===== src/rtl/keypad_pkg.sv =====
// rtl/keypad_pkg.sv - key codes, FSM/frame enums and keymap helpers for keypad_scanner
//
// Contents:
//   KEY_0..KEY_9, KEY_STAR, KEY_SHARP  4-bit key codes (digits 0-9, '*'=10, '#'=11)
//   COL_FIRST                          column drive for column 0 (active-low, one-cold)
//   state_t                            IDLE / DEBOUNCE / HELD
//   frame_t                            NONE / SINGLE / MULTI frame result
//   key_at(r, c)                       key code at matrix row r, column c
//   key_onehot(k)                      12-bit one-hot strobe vector for key code k
package keypad_pkg;

    localparam logic [3:0] KEY_0     = 4'd0;
    localparam logic [3:0] KEY_1     = 4'd1;
    localparam logic [3:0] KEY_2     = 4'd2;
    localparam logic [3:0] KEY_3     = 4'd3;
    localparam logic [3:0] KEY_4     = 4'd4;
    localparam logic [3:0] KEY_5     = 4'd5;
    localparam logic [3:0] KEY_6     = 4'd6;
    localparam logic [3:0] KEY_7     = 4'd7;
    localparam logic [3:0] KEY_8     = 4'd8;
    localparam logic [3:0] KEY_9     = 4'd9;
    localparam logic [3:0] KEY_STAR  = 4'd10;
    localparam logic [3:0] KEY_SHARP = 4'd11;

    localparam logic [2:0] COL_FIRST = 3'b110;

    typedef enum logic [1:0] {IDLE, DEBOUNCE, HELD} state_t;
    typedef enum logic [1:0] {NONE, SINGLE, MULTI} frame_t;

    function automatic logic [3:0] key_at(input logic [1:0] r, input logic [1:0] c);
        logic [3:0] k;
        case ({r, c})
            4'b00_00: k = KEY_1;
            4'b00_01: k = KEY_2;
            4'b00_10: k = KEY_3;
            4'b01_00: k = KEY_4;
            4'b01_01: k = KEY_5;
            4'b01_10: k = KEY_6;
            4'b10_00: k = KEY_7;
            4'b10_01: k = KEY_8;
            4'b10_10: k = KEY_9;
            4'b11_00: k = KEY_STAR;
            4'b11_01: k = KEY_0;
            4'b11_10: k = KEY_SHARP;
            default:  k = KEY_0;
        endcase
        return k;
    endfunction

    function automatic logic [11:0] key_onehot(input logic [3:0] k);
        return 12'b1 << k;
    endfunction

endpackage


===== src/rtl/keypad_sync.sv =====
// rtl/keypad_sync.sv - parameterized-width two-flop synchronizer with asynchronous active-high reset
//
// Ports:
//   clk  input          destination clock
//   rst  input          asynchronous active-high reset (loads RESET_VAL)
//   d    input  [W-1:0] asynchronous input
//   q    output [W-1:0] synchronized output
module keypad_sync #(
    parameter int               WIDTH     = 4,
    parameter logic [WIDTH-1:0] RESET_VAL = '1
) (
    input  logic             clk,
    input  logic             rst,
    input  logic [WIDTH-1:0] d,
    output logic [WIDTH-1:0] q
);

    logic [WIDTH-1:0] meta;

    always_ff @(posedge clk or posedge rst) begin
        if (rst) begin
            meta <= RESET_VAL;
            q    <= RESET_VAL;
        end else begin
            meta <= d;
            q    <= meta;
        end
    end

endmodule


===== src/rtl/keypad_scanner.sv =====
// rtl/keypad_scanner.sv - 4x3 keypad column scanner with debounce and single-cycle key strobes
//
// Optional feature macro: KEYPAD_AUTOREPEAT_EN (repeat strobes every REPEAT_FRAMES held frames).
//
// Ports:
//   clk        input       system clock
//   rst        input       asynchronous active-high reset
//   row        input  [3]  matrix rows, active-low
//   col        output [2]  column drive, active-low, one-cold
//   num0..num9 output      digit strobes (one cycle)
//   star/sharp output      '*' / '#' strobes (one cycle)
//   key_code   output [3]  code of last accepted key (held until next accept)
//   key_valid  output      high with any strobe
module keypad_scanner
    import keypad_pkg::*;
#(
    parameter int SCAN_DIV        = 4,
    parameter int DEBOUNCE_FRAMES = 3,
    parameter int REPEAT_FRAMES   = 8
) (
    input  logic       clk,
    input  logic       rst,
    input  logic [3:0] row,
    output logic [2:0] col,
    output logic       num0,
    output logic       num1,
    output logic       num2,
    output logic       num3,
    output logic       num4,
    output logic       num5,
    output logic       num6,
    output logic       num7,
    output logic       num8,
    output logic       num9,
    output logic       star,
    output logic       sharp,
    output logic [3:0] key_code,
    output logic       key_valid
);

    localparam int            DW         = $clog2(SCAN_DIV);
    localparam logic [DW-1:0] DWELL_LAST = DW'(SCAN_DIV - 1);
    localparam logic [3:0]    DB_LAST    = 4'(DEBOUNCE_FRAMES);

    if (SCAN_DIV < 3 || DEBOUNCE_FRAMES < 1 || DEBOUNCE_FRAMES > 15 || REPEAT_FRAMES < 1) begin : g_bad_cfg
        $error("keypad_scanner: parameter out of range");
    end

    logic [3:0] row_s;

    keypad_sync #(.WIDTH(4), .RESET_VAL(4'hF)) u_row_sync (
        .clk (clk),
        .rst (rst),
        .d   (row),
        .q   (row_s)
    );

    // Scan bookkeeping
    logic [DW-1:0] dwell;
    logic [1:0]    acc_cnt;   // intersections seen so far this frame, saturating at 2
    logic [3:0]    acc_key;   // key of the single intersection seen so far
    logic          dwell_end;
    logic          frame_end;
    logic [1:0]    col_idx;
    logic [3:0]    act;
    logic [2:0]    hits;
    logic [1:0]    hit_row;
    logic [3:0]    col_key;
    logic [2:0]    tot_raw;
    logic [1:0]    tot;
    frame_t        fres;
    logic [3:0]    fkey;
    logic          match;

    // FSM state
    state_t        state;
    logic [3:0]    cand;
    logic [3:0]    cnt;
    logic [3:0]    rcnt;
    logic [11:0]   strobe;

`ifdef KEYPAD_AUTOREPEAT_EN
    localparam int            RW       = $clog2(REPEAT_FRAMES + 1);
    localparam logic [RW-1:0] REP_LAST = RW'(REPEAT_FRAMES);
    logic [RW-1:0] rep;
`endif

    // The frame result folds in the column being sampled right now, so the
    // last column counts in the same cycle the frame closes.
    always_comb begin
        dwell_end = (dwell == DWELL_LAST);
        frame_end = dwell_end && (col == 3'b011);
        case (col)
            3'b110:  col_idx = 2'd0;
            3'b101:  col_idx = 2'd1;
            default: col_idx = 2'd2;
        endcase
        act     = ~row_s;
        hits    = {2'b00, act[0]} + {2'b00, act[1]} + {2'b00, act[2]} + {2'b00, act[3]};
        hit_row = act[0] ? 2'd0 : act[1] ? 2'd1 : act[2] ? 2'd2 : 2'd3;
        col_key = key_at(hit_row, col_idx);
        tot_raw = {1'b0, acc_cnt} + ((hits > 3'd1) ? 3'd2 : hits);
        tot     = (tot_raw > 3'd1) ? 2'd2 : tot_raw[1:0];
        fkey    = (hits == 3'd1) ? col_key : acc_key;
        case (tot)
            2'd0:    fres = NONE;
            2'd1:    fres = SINGLE;
            default: fres = MULTI;
        endcase
        match = (fres == SINGLE) && (fkey == cand);
    end

    always_ff @(posedge clk or posedge rst) begin
        if (rst) begin
            dwell   <= '0;
            col     <= COL_FIRST;
            acc_cnt <= 2'd0;
            acc_key <= 4'd0;
        end else if (dwell_end) begin
            dwell <= '0;
            col   <= {col[1:0], col[2]};
            if (frame_end) begin
                acc_cnt <= 2'd0;
                acc_key <= 4'd0;
            end else begin
                acc_cnt <= tot;
                if (hits == 3'd1) begin
                    acc_key <= col_key;
                end
            end
        end else begin
            dwell <= dwell + 1'b1;
        end
    end

    always_ff @(posedge clk or posedge rst) begin
        if (rst) begin
            state     <= IDLE;
            cand      <= 4'd0;
            cnt       <= 4'd0;
            rcnt      <= 4'd0;
            strobe    <= '0;
            key_code  <= 4'd0;
            key_valid <= 1'b0;
`ifdef KEYPAD_AUTOREPEAT_EN
            rep       <= '0;
`endif
        end else begin
            strobe    <= '0;
            key_valid <= 1'b0;
            if (frame_end) begin
                case (state)
                    IDLE: begin
                        if (fres == SINGLE) begin
                            cand <= fkey;
                            if (DB_LAST == 4'd1) begin
                                strobe    <= key_onehot(fkey);
                                key_valid <= 1'b1;
                                key_code  <= fkey;
                                rcnt      <= 4'd0;
                                state     <= HELD;
                            end else begin
                                cnt   <= 4'd1;
                                state <= DEBOUNCE;
                            end
                        end
                    end
                    DEBOUNCE: begin
                        if (match) begin
                            if (cnt + 4'd1 == DB_LAST) begin
                                strobe    <= key_onehot(cand);
                                key_valid <= 1'b1;
                                key_code  <= cand;
                                cnt       <= 4'd0;
                                rcnt      <= 4'd0;
                                state     <= HELD;
                            end else begin
                                cnt <= cnt + 4'd1;
                            end
                        end else begin
                            cnt   <= 4'd0;
                            state <= IDLE;
                        end
                    end
                    HELD: begin
                        // Only a run of empty frames releases; any key activity
                        // (including a different key) restarts the release count.
                        if (fres == NONE) begin
                            if (rcnt + 4'd1 == DB_LAST) begin
                                rcnt  <= 4'd0;
                                state <= IDLE;
                            end else begin
                                rcnt <= rcnt + 4'd1;
                            end
                        end else begin
                            rcnt <= 4'd0;
                        end
`ifdef KEYPAD_AUTOREPEAT_EN
                        if (match) begin
                            if (rep + 1'b1 == REP_LAST) begin
                                rep       <= '0;
                                strobe    <= key_onehot(cand);
                                key_valid <= 1'b1;
                                key_code  <= cand;
                            end else begin
                                rep <= rep + 1'b1;
                            end
                        end else begin
                            rep <= '0;
                        end
`endif
                    end
                    default: state <= IDLE;
                endcase
`ifdef KEYPAD_AUTOREPEAT_EN
                if (state != HELD) begin
                    rep <= '0;
                end
`endif
            end
        end
    end

    assign {sharp, star, num9, num8, num7, num6, num5, num4, num3, num2, num1, num0} = strobe;

endmodule


===== config.mk =====
export PLATFORM = sky130hd
export DESIGN_NAME = keypad_scanner
export DESIGN_NICKNAME = d
export VERILOG_FILES = /design/src/rtl/keypad_pkg.sv /design/src/rtl/keypad_sync.sv /design/src/rtl/keypad_scanner.sv
export SDC_FILE = /design/constraint.sdc
export NUM_CORES = 1
export LEC_CHECK = 0
export CAP_MARGIN = 20
export CORE_UTILIZATION = 38
export DETAILED_ROUTE_END_ITERATION = 10
export PLACE_DENSITY = 0.57
export REMOVE_ABC_BUFFERS = 1
export SLEW_MARGIN = 40
export SYNTH_ARGS = -nofsm -noshare
export SYNTH_HDL_FRONTEND = slang
export SYNTH_HIERARCHICAL = 1
export SYNTH_SLANG_ARGS = --single-unit

===== constraint.sdc =====
create_clock -name clk -period 10 [get_ports clk]
set_clock_uncertainty 0.2 [all_clocks]
set_input_delay 2.5 -clock clk [delete_from_list [all_inputs] [get_ports clk]]
set_output_delay 2.5 -clock clk [all_outputs]
set_load 0.02 [all_outputs]

==> out/metrics.csv, run 1 <==
stage,metric,value,unit
cts,CTS tree,yes,
cts,H-Tree Depth,2,
die,die area,7150,µm²
cts,clock root cell,clkbuf_8,
synth,Synth area leaders,"dfrtp_1, dfstp_2, ha_1",
hold_path,Hold Crit Class,reg -> reg,
critical_path,Crit path top cell by count,ha_1,
cells_and_area,area grow syn2layout,14.5,%
cts,Worst-path clk slew,0.10,ns
power,highest ir drop seen on vdd,0.0000569,V
cells_and_area,utilization after layout,45.9,%
die,# IOs,26,
die,Starting Density,40.1,%
power,Internal Power,296,µW
critical_path,delay of the slowest cell on the worst path,0.86,ns
critical_path,CP bufs+invs,3,
power,clock share of power,29.7,%
critical_path,CP max-delay cell,or4_1,
route,# DRC,4,
die,Core Area,6460,µm²
power,power density cells,142,nW/µm²
synth,Post-synth EDFFs,0,
route,Initial DRC Count,82,
synth,Synth Area per Inst,10.2,µm²
critical_path,Reg2Reg Setup Slack,4.66,ns
sta,Rel. slew slack,55.7,%
cells_and_area,"commonest non-fill, non-tap cells in the layout","dfrtp_1, nand2_1, clkdlybuf4s50_1, inv_1, o21ai_0",
synth,Async SR Flop Fraction,100,%
cells_and_area,NumNets Final,293,
placed_design,I/O Buffers,25,
die,die width,84.5,µm
placed_design,GPL Wtd Cong,0.861,
power,overall power,420,µW
synth,post-synth cell types,56,
cells_and_area,share of cells above drive strength 1,11.2,%
synth,Synth Instances,254,
cts,CTS sink count,50,
global_routing,initial antenna violation count,0,
critical_path,critical path cell sequence,fa_1 > inv_1 > ha_1 > inv_1 > ha_1 > or3b_1 > inv_2 > ha_1 > fa_1 > nand2b_1 > a2111oi_0 > nand3b_1 > or4_1 > o31a_4 > mux2_4,
die,number of cell rows,29,
critical_path,Setup CP Type,reg -> reg,
sta,RSZ-0062 raised after global routing,no,
route,Antenna Violating Nets Remaining,0,
cells_and_area,fin area,2970,µm²
cells_and_area,"commonest non-fill, non-tap cell in the layout",dfrtp_1,
synth,share of the synthesized area in the top cell type,38.7,%
sta,Tcrit/Tclk final,53.4,%
synth,"flops & latches, synth",50,
global_routing,largest net degree at the start of global routing,43,
synth,Post-Syn Area,2590,µm²
die,die height,84.5,µm
synth,post-synth top area cell,dfrtp_1,
sta,crit path time final,5.34,ns
synth,post-synthesis sequential area ratio,48.8,%
global_routing,vias in the first global route,1797,
cts,worst skew pair latency,0.31,ns
critical_path,arrival time at the worst endpoint,5.35,ns
route,WL/cell,14.5,µm
hold_path,hold depth,0,
critical_path,critical path peak fanout,22,
sta,fmax,187,MHz
status,violated checks,design-rule violations,
critical_path,cell family with most CP delay,simple AND/OR/NAND/NOR gates,
critical_path,Startpoint Class,register,
status,status,"complete, but fails checks",
power,NetSw,124,µW
power,Leak Pwr,0.00130,µW
synth,Synth Flop Type,dfrtp_1,
cts,hold_buf cts,0,
sta,fin. max-slew vios,0,
cells_and_area,n_diodes,0,
route,DR vias/cell,5.24,
synth,Yosys Warn Count,6,
sta,setup TNS,0,ns
route,via count,1850,
hold_path,Hold Startpoint,u_row_sync/meta[2],
global_routing,global-route wire length before repair,8.85,mm
sta,final hold viol count,0,
global_routing,GRT Residual Overflow,0,
critical_path,Crit. End Element,register,
cts,post-cts sizing count,0,
sta,worst slew pin tran,0.664,ns
critical_path,R2R depth,15,
cts,Clock Path Buffers,2,
cts,post-CTS setup buffer count,0,
critical_path,Reg-to-Reg End,rcnt[1],
route,final WL,5.10,mm
power,sw frac,29.5,%
placed_design,Placement Cell Area,2870,µm²
power,sequential power share,53.2,%
global_routing,Overall Global Routing Usage,15.8,%
power,Logic pwr share,17.1,%
run,Max-Cap Viols,0,
critical_path,WP data required,10.00,ns
cts,CTS buffer count,5,
sta,Final setup viols,0,
critical_path,reg2reg start,u_row_sync/q[0],
route,Pre-Repair DR Iteration Count,10,
hold_path,Worst Hold End,u_row_sync/q[2],
placed_design,dpl hpwl,3.53,mm
## worst max-delay path by stage
stage	startpoint	to	slack, ns	cells past startpoint
2_1_floorplan	u_row_sync/q[0]	rcnt[1]	5.13	15
3_3_place_gp	u_row_sync/q[0]	rcnt[1]	4.89	15
3_5_place_dp	u_row_sync/q[0]	rcnt[1]	4.78	15
4_1_cts	u_row_sync/q[0]	rcnt[1]	4.64	15
5_1_grt	u_row_sync/q[0]	rcnt[1]	4.33	15
6_report	u_row_sync/q[0]	rcnt[1]	4.66	15
## metal layers
layer / share of wire, % / GRT usage [%]
met1: 50 / 22.1
met2: 45 / 24.2
met3: 3.4 / 3.24
met4: 2.3 / 5.86
met5: 0 / 0
## power by group through the flow
stage / clock (µW) / sequential (µW) / combinational, µW
after floorplan: 0 / 224 / 56.2
after global placement: 0 / 227 / 70.0
after detailed placement: 0 / 227 / 70.8
after CTS: 127 / 223 / 71.6
after global routing: 136 / 226 / 82.9
final: 125 / 223 / 71.6
## synthesized netlist by cell type, types with 2 or more instances
cell type / number
a31oi_1: 2
dfrtp_1: 40
dfstp_2: 10
nand4b_1: 2
and3_1: 3
clkbuf_1: 5
mux2_2: 4
a21oi_1: 6
mux2i_1: 6
buf_6: 3
a21o_1: 2
nor4bb_1: 2
xnor2_1: 3
nand2b_1: 3
buf_2: 5
nor2_1: 11
ha_1: 10
o21ai_0: 13
nor3b_1: 2
a22o_1: 2
and2_1: 2
o31ai_1: 2
fa_1: 2
nand3_1: 7
nor3_1: 11
nor4_1: 10
inv_1: 21
nand3b_1: 3
nand2_1: 30
o22ai_1: 6
## through the flow
step                worst slack [ns]  std cells  hold WS (ns)
floorplan                       5.13        241         0.145
global placement                4.89        345         0.146
detailed placement              4.78        345         0.147
CTS                             4.64        353         0.162
global route                    4.33        353         0.167
finish                          4.66        353         0.161
## cell families after synthesis
group	share of synthesized area [%]
compound gates	13.3
xor+xnor	1.35
fa+ha+maj	6.38
buf+inv	6.19
flops	48.8
mux	4.64
simple gates	19.3
## area by class of cell
class / instances / area [µm²]
Clock inverter: 3 / 23.8
Sequential cell: 50 / 1260
Fill cell: 621 / 3490
Clock buffer: 5 / 68.8
Inverter: 22 / 82.6
Multi-Input combinational cell: 169 / 1160
Tap cell: 77 / 96.3
Timing Repair Buffer: 27 / 265
## sequential cells by signal, indices dropped and copies added (netlist names)
signal           cells
acc_key              4
key_code             4
rcnt                 4
key_valid            1
u_row_sync/meta      4
acc_cnt              2
cnt                  4
dwell                2
col                  3
strobe              12
state                2
u_row_sync/q         4
cand                 4
(Power assumes the default switching activity.)
==> inputs of run 2 (changes only) <==
--- a/config.mk
+++ b/config.mk
@@ -8,7 +8,7 @@
 export CAP_MARGIN = 20
 export CORE_UTILIZATION = 38
 export DETAILED_ROUTE_END_ITERATION = 10
-export PLACE_DENSITY = 0.57
+export PLACE_DENSITY = 0.59
 export REMOVE_ABC_BUFFERS = 1
 export SLEW_MARGIN = 40
 export SYNTH_ARGS = -nofsm -noshare
==> constraint.sdc (replaced) <==
create_clock -name clk -period 4.8 [get_ports clk]
set_clock_uncertainty 0.2 [all_clocks]
set_input_delay 1.2 -clock clk [delete_from_list [all_inputs] [get_ports clk]]
set_output_delay 1.2 -clock clk [all_outputs]
set_load 0.02 [all_outputs]
==> run 2 against run 1 <==
Effect of this change:
- the flow still finishes with violations (design-rule violations)
- global-route usage is 0.89 points lower
- routed wire length decreased by 2.7%
- worst setup slack got worse by 4.4 ns
- flip-flop and latch count stayed put
- critical path type unchanged
- largest cell class unchanged
- highest routed layer unchanged
==> out/metrics.csv, run 2 (synthesis gave the netlist of run 1 again) <==
stage,metric,value,unit,change
route,via count,1881,,+1.7%
global_routing,global-route wire length before repair,8.36,mm,-5.6%
sta,Rel. slew slack,53.2,%,-2.5 points
cells_and_area,Finished Layout Cells,358,,+1.4%
sta,crit path time final,4.57,ns,-0.777 ns
die,die width,84.5,µm,unchanged
route,Pre-Repair DR Iteration Count,9,,-1
global_routing,GRT Residual Overflow,0,,unchanged
placed_design,dpl ws,0.142,ns,-4.64 ns
global_routing,Overall Global Routing Usage,14.9,%,-0.89 points
critical_path,WP data required,4.81,ns,-5.19 ns
hold_path,Hold Crit Class,reg -> reg,,
cts,CTS buffer count,5,,unchanged
critical_path,Setup CP Type,reg -> reg,,
cts,Worst-path clk slew,0.10,ns,about the same
sta,final hold viol count,0,,unchanged
cells_and_area,utilization after layout,47.2,%,+1.2 points
critical_path,arrival time at the worst endpoint,4.57,ns,-0.78 ns
power,highest ir drop seen on vdd,0.000153,V,+170%
route,Antenna Violating Nets Remaining,0,,unchanged
global_routing,largest net degree at the start of global routing,43,,unchanged
cts,clock root cell,clkbuf_8,,
status,status,"complete, but fails checks",,
sta,RSZ-0062 raised after global routing,no,,
placed_design,dpl hpwl,3.54,mm,+0.21%
cells_and_area,Largest Register,strobe,,
critical_path,reg2reg start,u_row_sync/q[1],,
power,Leak Pwr,0.00135,µW,+3.2%
critical_path,R2R depth,15,,unchanged
cts,CTS tree,yes,,
cells_and_area,share of cells above drive strength 1,13.9,%,+2.6 points
die,# IOs,26,,unchanged
cts,CTS sink count,50,,unchanged
critical_path,worst setup path start,u_row_sync/q[1],,
route,# DRC,5,,+1
cells_and_area,max reg flops,12,,unchanged
power,power density cells,302,nW/µm²,+110%
sta,setup ws final,0.233,ns,-4.42 ns
cts,Clock Path Buffers,2,,unchanged
die,die area,7150,µm²,unchanged
route,DR vias/cell,5.25,,+0.26%
cells_and_area,"commonest non-fill, non-tap cell in the layout",dfrtp_1,,
route,WL/cell,13.9,µm,-4.1%
cells_and_area,n_diodes,0,,unchanged
sta,fin. max-slew vios,0,,unchanged
critical_path,Reg-to-Reg End,key_code[3],,
global_routing,vias in the first global route,1710,,-4.8%
die,Starting Density,40.1,%,unchanged
cells_and_area,fin area,3050,µm²,+2.7%
cts,H-Tree Depth,2,,unchanged
die,number of cell rows,29,,unchanged
critical_path,Worst setup endpoint,key_code[3],,
die,die height,84.5,µm,unchanged
critical_path,Reg2Reg Setup Slack,0.23,ns,-4.42 ns
global_routing,initial antenna violation count,0,,unchanged
cts,worst skew pair latency,0.31,ns,about the same
route,final WL,4.96,mm,-2.7%
cells_and_area,area grow syn2layout,17.6,%,
run,Max-Cap Viols,0,,unchanged
critical_path,critical path peak fanout,20,,-9.1%
cells_and_area,NumNets Final,298,,+1.7%
placed_design,Placement Cell Area,2900,µm²,+0.78%
placed_design,I/O Buffers,25,,unchanged
cells_and_area,"commonest non-fill, non-tap cells in the layout","dfrtp_1, nand2_1, clkdlybuf4s50_1, inv_1, o21ai_0",,
placed_design,Placed Cells,348,,+0.87%
sta,Tcrit/Tclk final,95.1,%,+42 points
sta,worst slew pin tran,0.695,ns,+0.0309 ns
sta,fmax,219,MHz,+17%
critical_path,Crit. End Element,register,,
route,Initial DRC Count,65,,-21%
sta,Final setup viols,0,,unchanged
critical_path,Startpoint Class,register,,
status,violated checks,design-rule violations,,
placed_design,GPL Wtd Cong,0.753,,-12%
die,Core Area,6460,µm²,unchanged
## run 2: cell count changes in the layout (fill, tap and decap cells not counted), sizes merged
| cell | change |
|---|---|
| clkinv | +1 |
| buf | +5 |
| bufinv | +1 |
| clkinvlp | -2 |
## run 2: worst min-delay path by stage
| stage | cells past startpoint | endpoint | start | slack, ns |
|---|---|---|---|---|
| CTS | 0 | u_row_sync/q[0] | u_row_sync/meta[0] | 0.16 |
| finish | 0 | u_row_sync/q[1] | u_row_sync/meta[1] | 0.16 |
| floorplan | 0 | u_row_sync/q[0] | u_row_sync/meta[0] | 0.15 |
| global placement | 0 | u_row_sync/q[0] | u_row_sync/meta[0] | 0.15 |
| detailed placement | 0 | u_row_sync/q[3] | u_row_sync/meta[3] | 0.15 |
| global route | 0 | u_row_sync/q[3] | u_row_sync/meta[3] | 0.16 |
## run 2: critical path, cell delays in order, from the launching register on
cell and delay, ns:
dfstp_2 0.57, fa_1 0.41, inv_1 0.06, ha_1 0.16
inv_1 0.05, ha_1 0.27, or3b_1 0.41, inv_2 0.07
ha_1 0.15, fa_1 0.43, nand2b_1 0.16, a2111oi_0 0.27
nand3b_1 0.14, or4_1 0.58, buf_4 0.23, mux2_2 0.28
## run 2: area by class of cell
type	instances	area, µm²
multi-input cells	169	1180
fillers	634	3410
clock buffers	5	68.8
inverters	22	82.6
well taps	77	96.3
clock inverters	3	47.5
flip-flops and latches	50	1260
repair buffers	32	303
## run 2: metrics by stage
step | TNS [ns] | hold slack [ns] | total power, µW
global placement | 0 | 0.146 | 621
finish | 0 | 0.159 | 921
floorplan | -0.0720 | 0.145 | 585
global route | 0 | 0.163 | 974
detailed placement | 0 | 0.147 | 623
CTS | 0 | 0.161 | 934
## run 2: routing by layer
layer	track usage, %	vias up	wire length [µm]
met5	0	-	0
met4	7.24	0	129
met3	3.34	11	156
met2	21.6	39	2170
met1	21.0	876	2510
li1	-	955	-
## run 2: power breakdown
part,internal (µW),switching (µW)
logic,71.3,80.2
registers,446,16.9
clock network,158,148
total,675,245
## run 2: timing repair
| item | in CTS | in global routing |
|---|---|---|
| gates resized for setup | 0 | 3 |
| buffers inserted | 0 | 2 |
| hold buffers | 0 | 0 |
| endpoints found under the setup margin | 0 | 5 |
